### src/rtl/matmul_pkg.sv
// Shared definitions for param_matrix_multiplier: FSM state encoding and the
// index/accumulator width helpers used to size the datapath.
package matmul_pkg;

    typedef enum logic [1:0] {
        ST_IDLE = 2'd0,
        ST_MAC  = 2'd1,
        ST_OUT  = 2'd2,
        ST_DONE = 2'd3
    } mm_state_e;

    function automatic int idx_width(input int m, input int k, input int n);
        int mx;
        mx = (m > k) ? m : k;
        mx = (mx > n) ? mx : n;
        return ($clog2(mx) > 32'sd1) ? $clog2(mx) : 32'sd1;
    endfunction

    // Wide enough that K full-scale products can never overflow.
    function automatic int acc_width(input int dw, input int k);
        return 32'sd2 * dw + $clog2(k) + 32'sd1;
    endfunction

endpackage

### src/rtl/param_matrix_multiplier_if.sv
// Operand-fetch, result-stream and status bundle of param_matrix_multiplier.
interface param_matrix_multiplier_if #(
    parameter int DW = 32,
    parameter int IW = 2
);
    logic          start;
    logic [DW-1:0] a_in;
    logic [DW-1:0] b_in;
    logic [IW-1:0] a_i;
    logic [IW-1:0] a_j;
    logic [IW-1:0] b_i;
    logic [IW-1:0] b_j;
    logic [DW-1:0] z_out;
    logic [IW-1:0] z_i;
    logic [IW-1:0] z_j;
    logic          z_stb;
    logic          z_ack;
    logic          busy;
    logic          done;

    modport slave (
        input  start, a_in, b_in, z_ack,
        output a_i, a_j, b_i, b_j, z_out, z_i, z_j, z_stb, busy, done
    );

    modport master (
        output start, a_in, b_in, z_ack,
        input  a_i, a_j, b_i, b_j, z_out, z_i, z_j, z_stb, busy, done
    );
endinterface

### src/rtl/matmul_mac_unit.sv
// Signed multiply-accumulate with clear/enable; the registered result is reduced
// to DW bits by wrap, or by saturation when PARAM_MATRIX_MULTIPLIER_SAT_EN is defined.
module matmul_mac_unit #(
    parameter int DW = 32,
    parameter int AW = 2 * DW + 1
) (
    input  logic          clk,
    input  logic          rst,
    input  logic          i_clr,
    input  logic          i_en,
    input  logic          i_last,
    input  logic [DW-1:0] i_a,
    input  logic [DW-1:0] i_b,
    output logic [DW-1:0] o_z
);
    localparam int PW = 2 * DW;

`ifdef PARAM_MATRIX_MULTIPLIER_SAT_EN
    localparam logic signed [AW-1:0] SAT_MAX = {{(AW-DW+1){1'b0}}, {(DW-1){1'b1}}};
    localparam logic signed [AW-1:0] SAT_MIN = {{(AW-DW+1){1'b1}}, {(DW-1){1'b0}}};
`endif

    logic signed [PW-1:0] w_prod;
    logic signed [AW-1:0] w_acc_nxt;
    logic signed [AW-1:0] r_acc;
    logic [DW-1:0]        r_z;

    function automatic logic [DW-1:0] reduce(input logic signed [AW-1:0] acc);
`ifdef PARAM_MATRIX_MULTIPLIER_SAT_EN
        logic [DW-1:0] v;
        if (acc > SAT_MAX) begin
            v = SAT_MAX[DW-1:0];
        end else if (acc < SAT_MIN) begin
            v = SAT_MIN[DW-1:0];
        end else begin
            v = acc[DW-1:0];
        end
        return v;
`else
        return acc[DW-1:0];
`endif
    endfunction

    assign w_prod    = PW'($signed(i_a)) * PW'($signed(i_b));
    assign w_acc_nxt = r_acc + AW'(w_prod);
    assign o_z       = r_z;

    // Accumulator and the reduced result captured on the last product of an element.
    always_ff @(posedge clk or negedge rst) begin
        if (!rst) begin
            r_acc <= '0;
            r_z   <= '0;
        end else if (i_clr) begin
            r_acc <= '0;
            r_z   <= '0;
        end else if (i_en) begin
            r_acc <= w_acc_nxt;
            if (i_last) begin
                r_z <= reduce(w_acc_nxt);
            end
        end
    end

endmodule

### src/rtl/param_matrix_multiplier.sv
// Z = A x B sequencer: walks i/j/k, fetches operands through registered index
// ports and streams Z row-major on z_stb/z_ack. Saturating reduce is selected
// by PARAM_MATRIX_MULTIPLIER_SAT_EN (wrap when undefined).
module param_matrix_multiplier
    import matmul_pkg::*;
#(
    parameter int M  = 4,
    parameter int K  = 4,
    parameter int N  = 4,
    parameter int DW = 32,
    parameter int IW = idx_width(M, K, N),
    parameter int AW = acc_width(DW, K)
) (
    input  logic                      clk,
    input  logic                      rst,
    param_matrix_multiplier_if.slave  bus
);
    localparam logic [IW-1:0] K_LAST = IW'(K - 1);
    localparam logic [IW-1:0] N_LAST = IW'(N - 1);
    localparam logic [IW-1:0] M_LAST = IW'(M - 1);

    mm_state_e     r_state, w_state_nxt;
    logic [IW-1:0] r_i, r_j, r_k;
    logic [IW-1:0] w_i_nxt, w_j_nxt, w_k_nxt;
    logic          w_clr, w_en, w_last;
    logic [IW-1:0] r_idx_i, r_idx_k, r_idx_j;
    logic [IW-1:0] r_z_i, r_z_j;
    logic          r_z_stb, r_busy, r_done;
    logic [DW-1:0] w_z;

    matmul_mac_unit #(.DW(DW), .AW(AW)) u_mac (
        .clk    (clk),
        .rst    (rst),
        .i_clr  (w_clr),
        .i_en   (w_en),
        .i_last (w_last),
        .i_a    (bus.a_in),
        .i_b    (bus.b_in),
        .o_z    (w_z)
    );

    // State and loop-counter registers.
    always_ff @(posedge clk or negedge rst) begin
        if (!rst) begin
            r_state <= ST_IDLE;
            r_i     <= '0;
            r_j     <= '0;
            r_k     <= '0;
        end else begin
            r_state <= w_state_nxt;
            r_i     <= w_i_nxt;
            r_j     <= w_j_nxt;
            r_k     <= w_k_nxt;
        end
    end

    // Next-state, counter advance and MAC control.
    always_comb begin
        w_state_nxt = r_state;
        w_i_nxt     = r_i;
        w_j_nxt     = r_j;
        w_k_nxt     = r_k;
        w_clr       = 1'b0;
        w_en        = 1'b0;
        w_last      = 1'b0;
        case (r_state)
            ST_IDLE: begin
                if (bus.start) begin
                    w_i_nxt     = '0;
                    w_j_nxt     = '0;
                    w_k_nxt     = '0;
                    w_clr       = 1'b1;
                    w_state_nxt = ST_MAC;
                end else begin
                    w_state_nxt = ST_IDLE;
                end
            end
            ST_MAC: begin
                w_en = 1'b1;
                if (r_k == K_LAST) begin
                    w_k_nxt     = '0;
                    w_last      = 1'b1;
                    w_state_nxt = ST_OUT;
                end else begin
                    w_k_nxt = r_k + IW'(1);
                end
            end
            ST_OUT: begin
                // z_stb is high exactly while in OUT, so ack here is a transfer.
                if (bus.z_ack) begin
                    w_clr = 1'b1;
                    if (r_j < N_LAST) begin
                        w_j_nxt     = r_j + IW'(1);
                        w_state_nxt = ST_MAC;
                    end else if (r_i < M_LAST) begin
                        w_j_nxt     = '0;
                        w_i_nxt     = r_i + IW'(1);
                        w_state_nxt = ST_MAC;
                    end else begin
                        w_state_nxt = ST_DONE;
                    end
                end else begin
                    w_state_nxt = ST_OUT;
                end
            end
            ST_DONE: begin
                if (!bus.start) begin
                    w_state_nxt = ST_IDLE;
                end else begin
                    w_state_nxt = ST_DONE;
                end
            end
            default: begin
                w_state_nxt = ST_IDLE;
            end
        endcase
    end

    // Output registers are loaded from the next state so they line up with it.
    always_ff @(posedge clk or negedge rst) begin
        if (!rst) begin
            r_idx_i <= '0;
            r_idx_k <= '0;
            r_idx_j <= '0;
            r_z_i   <= '0;
            r_z_j   <= '0;
            r_z_stb <= 1'b0;
            r_busy  <= 1'b0;
            r_done  <= 1'b0;
        end else begin
            r_idx_i <= (w_state_nxt == ST_MAC) ? w_i_nxt : '0;
            r_idx_k <= (w_state_nxt == ST_MAC) ? w_k_nxt : '0;
            r_idx_j <= (w_state_nxt == ST_MAC) ? w_j_nxt : '0;
            r_z_i   <= (w_state_nxt == ST_OUT) ? w_i_nxt : '0;
            r_z_j   <= (w_state_nxt == ST_OUT) ? w_j_nxt : '0;
            r_z_stb <= (w_state_nxt == ST_OUT);
            r_busy  <= (w_state_nxt == ST_MAC) || (w_state_nxt == ST_OUT);
            r_done  <= (w_state_nxt == ST_DONE);
        end
    end

    assign bus.a_i   = r_idx_i;
    assign bus.a_j   = r_idx_k;
    assign bus.b_i   = r_idx_k;
    assign bus.b_j   = r_idx_j;
    assign bus.z_out = w_z;
    assign bus.z_i   = r_z_i;
    assign bus.z_j   = r_z_j;
    assign bus.z_stb = r_z_stb;
    assign bus.busy  = r_busy;
    assign bus.done  = r_done;

endmodule

### src/flat_wrapper.sv
// flat-port wrapper written by rule: the top's interface ports become plain ports
module param_matrix_multiplier_flat import matmul_pkg::*;
#(
    parameter int M  = 4,
    parameter int K  = 4,
    parameter int N  = 4,
    parameter int DW = 32,
    parameter int IW = idx_width(M, K, N),
    parameter int AW = acc_width(DW, K)
)
  (clk, rst, bus_start, bus_a_in, bus_b_in, bus_z_ack, bus_a_i, bus_a_j, bus_b_i, bus_b_j, bus_z_out, bus_z_i, bus_z_j, bus_z_stb, bus_busy, bus_done);
  param_matrix_multiplier_if #(.DW(DW), .IW(IW)) bus_i ();
  input  logic clk;
  input  logic rst;
  input wire logic [$bits(bus_i.start)-1:0] bus_start;
  input wire logic [$bits(bus_i.a_in)-1:0] bus_a_in;
  input wire logic [$bits(bus_i.b_in)-1:0] bus_b_in;
  input wire logic [$bits(bus_i.z_ack)-1:0] bus_z_ack;
  output wire logic [$bits(bus_i.a_i)-1:0] bus_a_i;
  output wire logic [$bits(bus_i.a_j)-1:0] bus_a_j;
  output wire logic [$bits(bus_i.b_i)-1:0] bus_b_i;
  output wire logic [$bits(bus_i.b_j)-1:0] bus_b_j;
  output wire logic [$bits(bus_i.z_out)-1:0] bus_z_out;
  output wire logic [$bits(bus_i.z_i)-1:0] bus_z_i;
  output wire logic [$bits(bus_i.z_j)-1:0] bus_z_j;
  output wire logic [$bits(bus_i.z_stb)-1:0] bus_z_stb;
  output wire logic [$bits(bus_i.busy)-1:0] bus_busy;
  output wire logic [$bits(bus_i.done)-1:0] bus_done;
  assign bus_i.start = bus_start;
  assign bus_i.a_in = bus_a_in;
  assign bus_i.b_in = bus_b_in;
  assign bus_i.z_ack = bus_z_ack;
  assign bus_a_i = bus_i.a_i;
  assign bus_a_j = bus_i.a_j;
  assign bus_b_i = bus_i.b_i;
  assign bus_b_j = bus_i.b_j;
  assign bus_z_out = bus_i.z_out;
  assign bus_z_i = bus_i.z_i;
  assign bus_z_j = bus_i.z_j;
  assign bus_z_stb = bus_i.z_stb;
  assign bus_busy = bus_i.busy;
  assign bus_done = bus_i.done;
  param_matrix_multiplier #(.M(M), .K(K), .N(N), .DW(DW), .IW(IW), .AW(AW)) u_core (.clk(clk), .rst(rst), .bus(bus_i));
endmodule
### config.mk
export PLATFORM = sky130hd
export DESIGN_NAME = param_matrix_multiplier_flat
export DESIGN_NICKNAME = d
export VERILOG_FILES = /design/src/rtl/matmul_pkg.sv /design/src/rtl/param_matrix_multiplier_if.sv /design/src/rtl/matmul_mac_unit.sv /design/src/rtl/param_matrix_multiplier.sv /design/src/flat_wrapper.sv
export SDC_FILE = /design/constraint.sdc
export NUM_CORES = 1
export LEC_CHECK = 0
export ABC_AREA = 1
export CAP_MARGIN = 25
export CORE_UTILIZATION = 43
export CTS_CLUSTER_DIAMETER = 100
export DETAILED_ROUTE_END_ITERATION = 7
export GPL_TIMING_DRIVEN = 1
export PLACE_DENSITY = 0.64
export SLEW_MARGIN = 20
export SYNTH_ARGS = -nofsm -noshare
export SYNTH_HDL_FRONTEND = slang
export SYNTH_SLANG_ARGS = --single-unit
### constraint.sdc
create_clock -name clk -period 10.9 [get_ports clk]
set_input_delay 2.18 -clock clk [delete_from_list [all_inputs] [get_ports clk]]
set_output_delay 2.18 -clock clk [all_outputs]
set_load 0.05 [all_outputs]
Word level (Yosys, flattened, before mapping)

Index checks and enable logic that the tools add are counted.

$add $sub $neg: 4
Multipliers: 1
$lt $le $gt $ge: 2
Equality and inequality tests: 7
Mux-type cells: 36
Reductions and logical operators: 5

Operators with widths:

| cell                                                                  | number |
|---|---|
| 67-bit two-way mux                                                    | 2 |
| 32-bit two-way mux                                                    | 3 |
| 67-bit by 64-bit adder with 67-bit output                             | 1 |
| 32-bit by 32-bit multiplier with 64-bit output                        | 1 |
| 2-bit two-way mux                                                     | 20 |
| 2-bit case mux with 2 select lines                                    | 3 |
| 2-bit equality test, second input constant                            | 5 |
| 2-bit case mux with 4 select lines                                    | 1 |
| 2-bit by 1-bit adder with 2-bit output, second input constant         | 3 |
| 1-bit two-way mux                                                     | 6 |
| 2-bit by 1-bit equality test with 1-bit output, second input constant | 2 |
| 2-bit less-than comparator, second input constant                     | 2 |
| 2-bit nonzero test                                                    | 2 |
| 2-bit zero test                                                       | 1 |
| 1-bit case mux with 2 select lines                                    | 1 |
| 2-bit AND reduction                                                   | 1 |
| 1-bit logical OR                                                      | 1 |

Flip-flop bits (word level): 120
Logic and storage cells: 69

Logic depth before layout (Yosys ltp)

Word-level depth: 7
Mapped depth: 37

Hierarchy

Synthesis repeated with hierarchy kept, for this count alone.

Cell total of the unflattened synthesis: 2872
Area, all modules: 21665.8 um^2

Modules (own cells, without submodules):

| module                  | instances | cells an instance | area each (um^2) | sequential area each (um^2) |
|---|---|---|---|---|
| matmul_mac_unit         | 1         | 2770              | 20733.6          | 1601.5 |
| param_matrix_multiplier | 1         | 102               | 932.1            | 525.5 |

Worst setup path after synthesis

Ideal clock, no wire load.

Kind: input -> register
Start point: in bus_b_in[3]
End point: reg u_core.u_mac.r_acc[28]
Data arrival time: 8.508 ns
Required time: 10.769 ns
Slack: 2.260 ns
Cell stages on the path: 26
Path buffers: 2
Path through: clkbuf_1 > clkbuf_1 > nand2_1 > inv_1 > fa_1 > fa_1 > inv_1 > fa_1 > fa_1 > fa_1 > fa_1 > inv_1 > fa_1 > inv_1 > fa_1 > inv_1 > ha_1 > nand2_1 > nor4_4 > nand4_1 > nand3_1 > a21o_2 > a21oi_2 > or2_1 > nand3_1 > o21ai_1

Longest elaborated chain between the ends: 4

RTL lines:

| what                                           | line                  | source |
|---|---|---|
| start: declaration                             | flat_wrapper.sv:17    | `input wire logic [$bits(bus_i.b_in)-1:0] bus_b_in;` |
| 32-bit by 32-bit multiplier with 64-bit output | matmul_mac_unit.sv:44 | `assign w_prod = PW'($signed(i_a)) * PW'($signed(i_b));` |
| 67-bit by 64-bit adder with 67-bit output      | matmul_mac_unit.sv:45 | `assign w_acc_nxt = r_acc + AW'(w_prod);` |
| 67-bit two-way mux                             | matmul_mac_unit.sv:56 | `end else if (i_en) begin` |
| 67-bit two-way mux                             | matmul_mac_unit.sv:53 | `end else if (i_clr) begin` |
| end signal: assignment                         | matmul_mac_unit.sv:57 | `r_acc <= w_acc_nxt;` |
| end: declaration                               | matmul_mac_unit.sv:25 | `logic signed [AW-1:0] r_acc;` |

Every way passes these cells. The select of a mux whose other input is x is not followed.
A chain may end at the register's enable or synchronous reset.

Final worst setup path

Start point: in bus_a_in[13]
End point: reg u_core.u_mac.r_z[26] (netlist: u_core.u_mac.o_z[26])

Longest elaborated chain between the ends: 5

RTL lines:

| what                                           | line                  | source |
|---|---|---|
| start: declaration                             | flat_wrapper.sv:16    | `input wire logic [$bits(bus_i.a_in)-1:0] bus_a_in;` |
| 32-bit by 32-bit multiplier with 64-bit output | matmul_mac_unit.sv:44 |  |
| 67-bit by 64-bit adder with 67-bit output      | matmul_mac_unit.sv:45 |  |
| 32-bit two-way mux                             | matmul_mac_unit.sv:58 | `if (i_last) begin` |
| 32-bit two-way mux                             | matmul_mac_unit.sv:56 |  |
| 32-bit two-way mux                             | matmul_mac_unit.sv:53 |  |
| end signal: assignment                         | matmul_mac_unit.sv:59 | `r_z <= reduce(w_acc_nxt);` |
| end: declaration                               | matmul_mac_unit.sv:26 | `logic [DW-1:0] r_z;` |

Every way passes these cells. The select of a mux whose other input is x is not followed.

==> impl_results.md <==
* Outcome: finished clean
* Synth Warn # at 0
* Post-cts repair resize count at 0
* Simple-Gate Fraction of Synth Area at 18.0%
* Synth cell types at 46
* Post-Syn Nets at 3,517
* Final period util at 89.5%
* Max-slew violations at 0
* Total track usage at 25.2%
* Dpl hpwl at 52.0 mm
* Residual DRC at 0
* Layout Skew at 10.6 ps
* Clock Latency Late Sink at 360 ps
* Chip width at 227 microns
* DR WL/cell at 17.0 microns
* TritonCTS Sinks at 85
* CTS tree: built
* FILL cells at 4,852
* Crit path time final at 9760 ps
* Area occupied by multi-input gates at 0.0156 sq mm
* Crit path buf inv count at 7
* Most used DFF post-synth: dfrtp_1
* Synth cell count leaders: inv_1 (918), nand2_1 (800), fa_1 (438)
* Critical path data arrival time at 9970 ps
* Gpl congestion at 0.931
* Seq/Total Area, Yosys at 9.81%
* Final ANT Viol Nets at 0
* Sequence of cells on the critical path: clkdlybuf4s50_1 -> buf_4 -> nand2_1 -> inv_1 -> fa_1 -> fa_1 -> inv_1 -> fa_1 -> fa_1 -> fa_1 -> inv_1 -> ha_1 -> fa_1 -> inv_1 -> fa_1 -> inv_1 -> ha_1 -> a21oi_1 -> o21ai_0 -> a21oi_2 -> nand3_1 -> a21o_2 -> o21ai_0 -> o21ai_0
* DR pass1 iterations at 7
* Share of cells above drive strength 1 at 3.91%
* Grt total ovfl at 0
* Post-synthesis cell area at 0.0217 sq mm
* Synth area leader: fa_1
* FF/Latch Area at 0.00213 sq mm
* Crit path top cell by count: fa_1
* Total CTS buffers at 9
* Final WL at 60.9 mm
* H-tree lvl count at 3
* Largest family of logic cells by synthesized area: adder cells
* Async S/R FF share, synth at 100%
* Slew margin rel. at 30.0%
* Seq cells post-synth at 85
* CP Capture Type: flop
* Initial Utilization at 43.9%
* # Max-Cap Violations at 0
* Via count at 17,300
* RSZ-0062 raised after global routing: false
* Setup TNS at 0 ps
* PortBufs at 114
* Vias in the first global route at 18,400
* FMAX at 102 MHz
* Worst EP required at 11,110 ps
* Largest net degree at the start of global routing at 65
* Initial antenna violation count at 2
* Synth top area share at 40.4%
* Hold-fix buffers, CTS at 0
* Setup Fix Bufs, Post-CTS at 0
* CP startpoint kind: input port
* Clock Tree Buf Depth at 2
* Syn_area_per_cell at 7.60 sq um
* Slew @ Worst Pin at 1050 ps
* Clock Tree Root: clkbuf_16
* Synth top area cells: fa_1 (40%), inv_1 (16%), nand2_1 (14%)
* Die Span Y at 227 microns
* Core Box Area at 0.0494 sq mm
* Adder-Cell Fraction of Synth Area at 49.4%
* Clk slew on worst S/H paths at 70 ps
* Vias per cell at 4.84
* Final #Nets at 3,572
* Worst-path maximum fanout at 15
* HP Class: flop to flop
* Slowest-stage cell, CP: clkdlybuf4s50_1
* Final setup viols at 0
* EDFF count, synth at 0
* Synth Area in Compound Gates at 3.61%
* Full die area at 0.0513 sq mm
* Setup CP Type: input port to flop
* 1st-iter DRT viols at 1,229
* Most common cell in the netlist: inv_1
* Top Ports at 115
* XOR/XNOR Fraction of Synth Area at 0.681%
* Rows at 81
* Synthesized netlist cell count at 2,855
* CP max stage delay at 1060 ps
* Area grow syn2layout at 9.86%
* First-pass GRT wire length at 98.5 mm
* Fin. Hold Viols at 0
* Post-synthesis mux area share at 0%
* CP top delay family: adder cells
## stage by stage
stage                     utilization (%)  worst slack [ps]  instance area, sq um  hold WS, ps  instances
after floorplan                         -              2260                 21700          448       2855
after global placement               47.6               826                 23500          460       3562
after detailed placement             47.6               751                 23500          467       3562
after CTS                            48.2              1120                 23800          487       3578
after global routing                 48.3               904                 23800          515       3581
final                                48.3              1140                 23800          488       3581
## logic make-up (layout without fill, tap and decap cells)
| logic type | Yosys count | in the layout |
|---|---|---|
| buf+inv | 1045 | 1105 |
| simple gates | 972 | 972 |
| fa+ha+maj | 594 | 594 |
| compound gates | 143 | 143 |
| flops | 85 | 85 |
| xor+xnor | 16 | 16 |
| other cells | 0 | 2 |
## placed cells by master (no fill, tap or decap), types with 8 or more instances in the layout
master and n:
nand2_2 15, ha_1 156, dfrtp_1 85, clkbuf_16 9, a21oi_1 42, o21ai_0 69, nor2_1 48, o21ai_1 9
inv_1 918, nand2_1 800, buf_4 49, or2_2 8, fa_1 438, clkdlybuf4s50_1 112, xnor2_1 8, nand3_1 68
## worst min-delay path, cell delays in order (launching register included)
cell,delay [ps]
dfrtp_1,360
nand2_1,60
nand2_1,50
## cell type report
class	instances	area share, %
sequential	85	8.93
antenna	2	0.0210
timing repair buffer	163	6.32
tap	664	3.49
inverter	926	14.6
multi-input combinational	1725	65.4
clock buffer	9	0.945
clock inverter	7	0.336
## per-layer routing
layer | vias to the layer above | routed length [microns] | track usage [%] | share of wire, %
li1 | 8068 | - | - | -
met1 | 8609 | 25800 | 33.9 | 42
met2 | 581 | 28700 | 41.2 | 47
met3 | 85 | 4640 | 4.73 | 7.6
met4 | 0 | 1740 | 7.17 | 2.9
met5 | - | 0 | 0 | 0
## worst paths after layout
kind,start,endpoint,slack (ps),cells after the start
min reg2reg,u_core.u_mac.o_z[1]$_DFFE_PN0P_,u_core.u_mac.o_z[1]$_DFFE_PN0P_,490,2
max,bus_a_in[13],u_core.u_mac.o_z[26]$_DFFE_PN0P_,1140,24
min,u_core.u_mac.o_z[1]$_DFFE_PN0P_,u_core.u_mac.o_z[1]$_DFFE_PN0P_,490,2
min in group asynchronous,rst,u_core.u_mac.o_z[2]$_DFFE_PN0P_,1710,1
max reg2reg,u_core.u_mac.r_acc[18]$_DFFE_PN0P_,u_core.u_mac.o_z[19]$_DFFE_PN0P_,3810,21
max in group asynchronous,rst,u_core.u_mac.r_acc[18]$_DFFE_PN0P_,8060,2
Power is left out: the tool's default activity adds up to more than one toggle a clock period on the data nets, which glitch-free logic cannot reach.
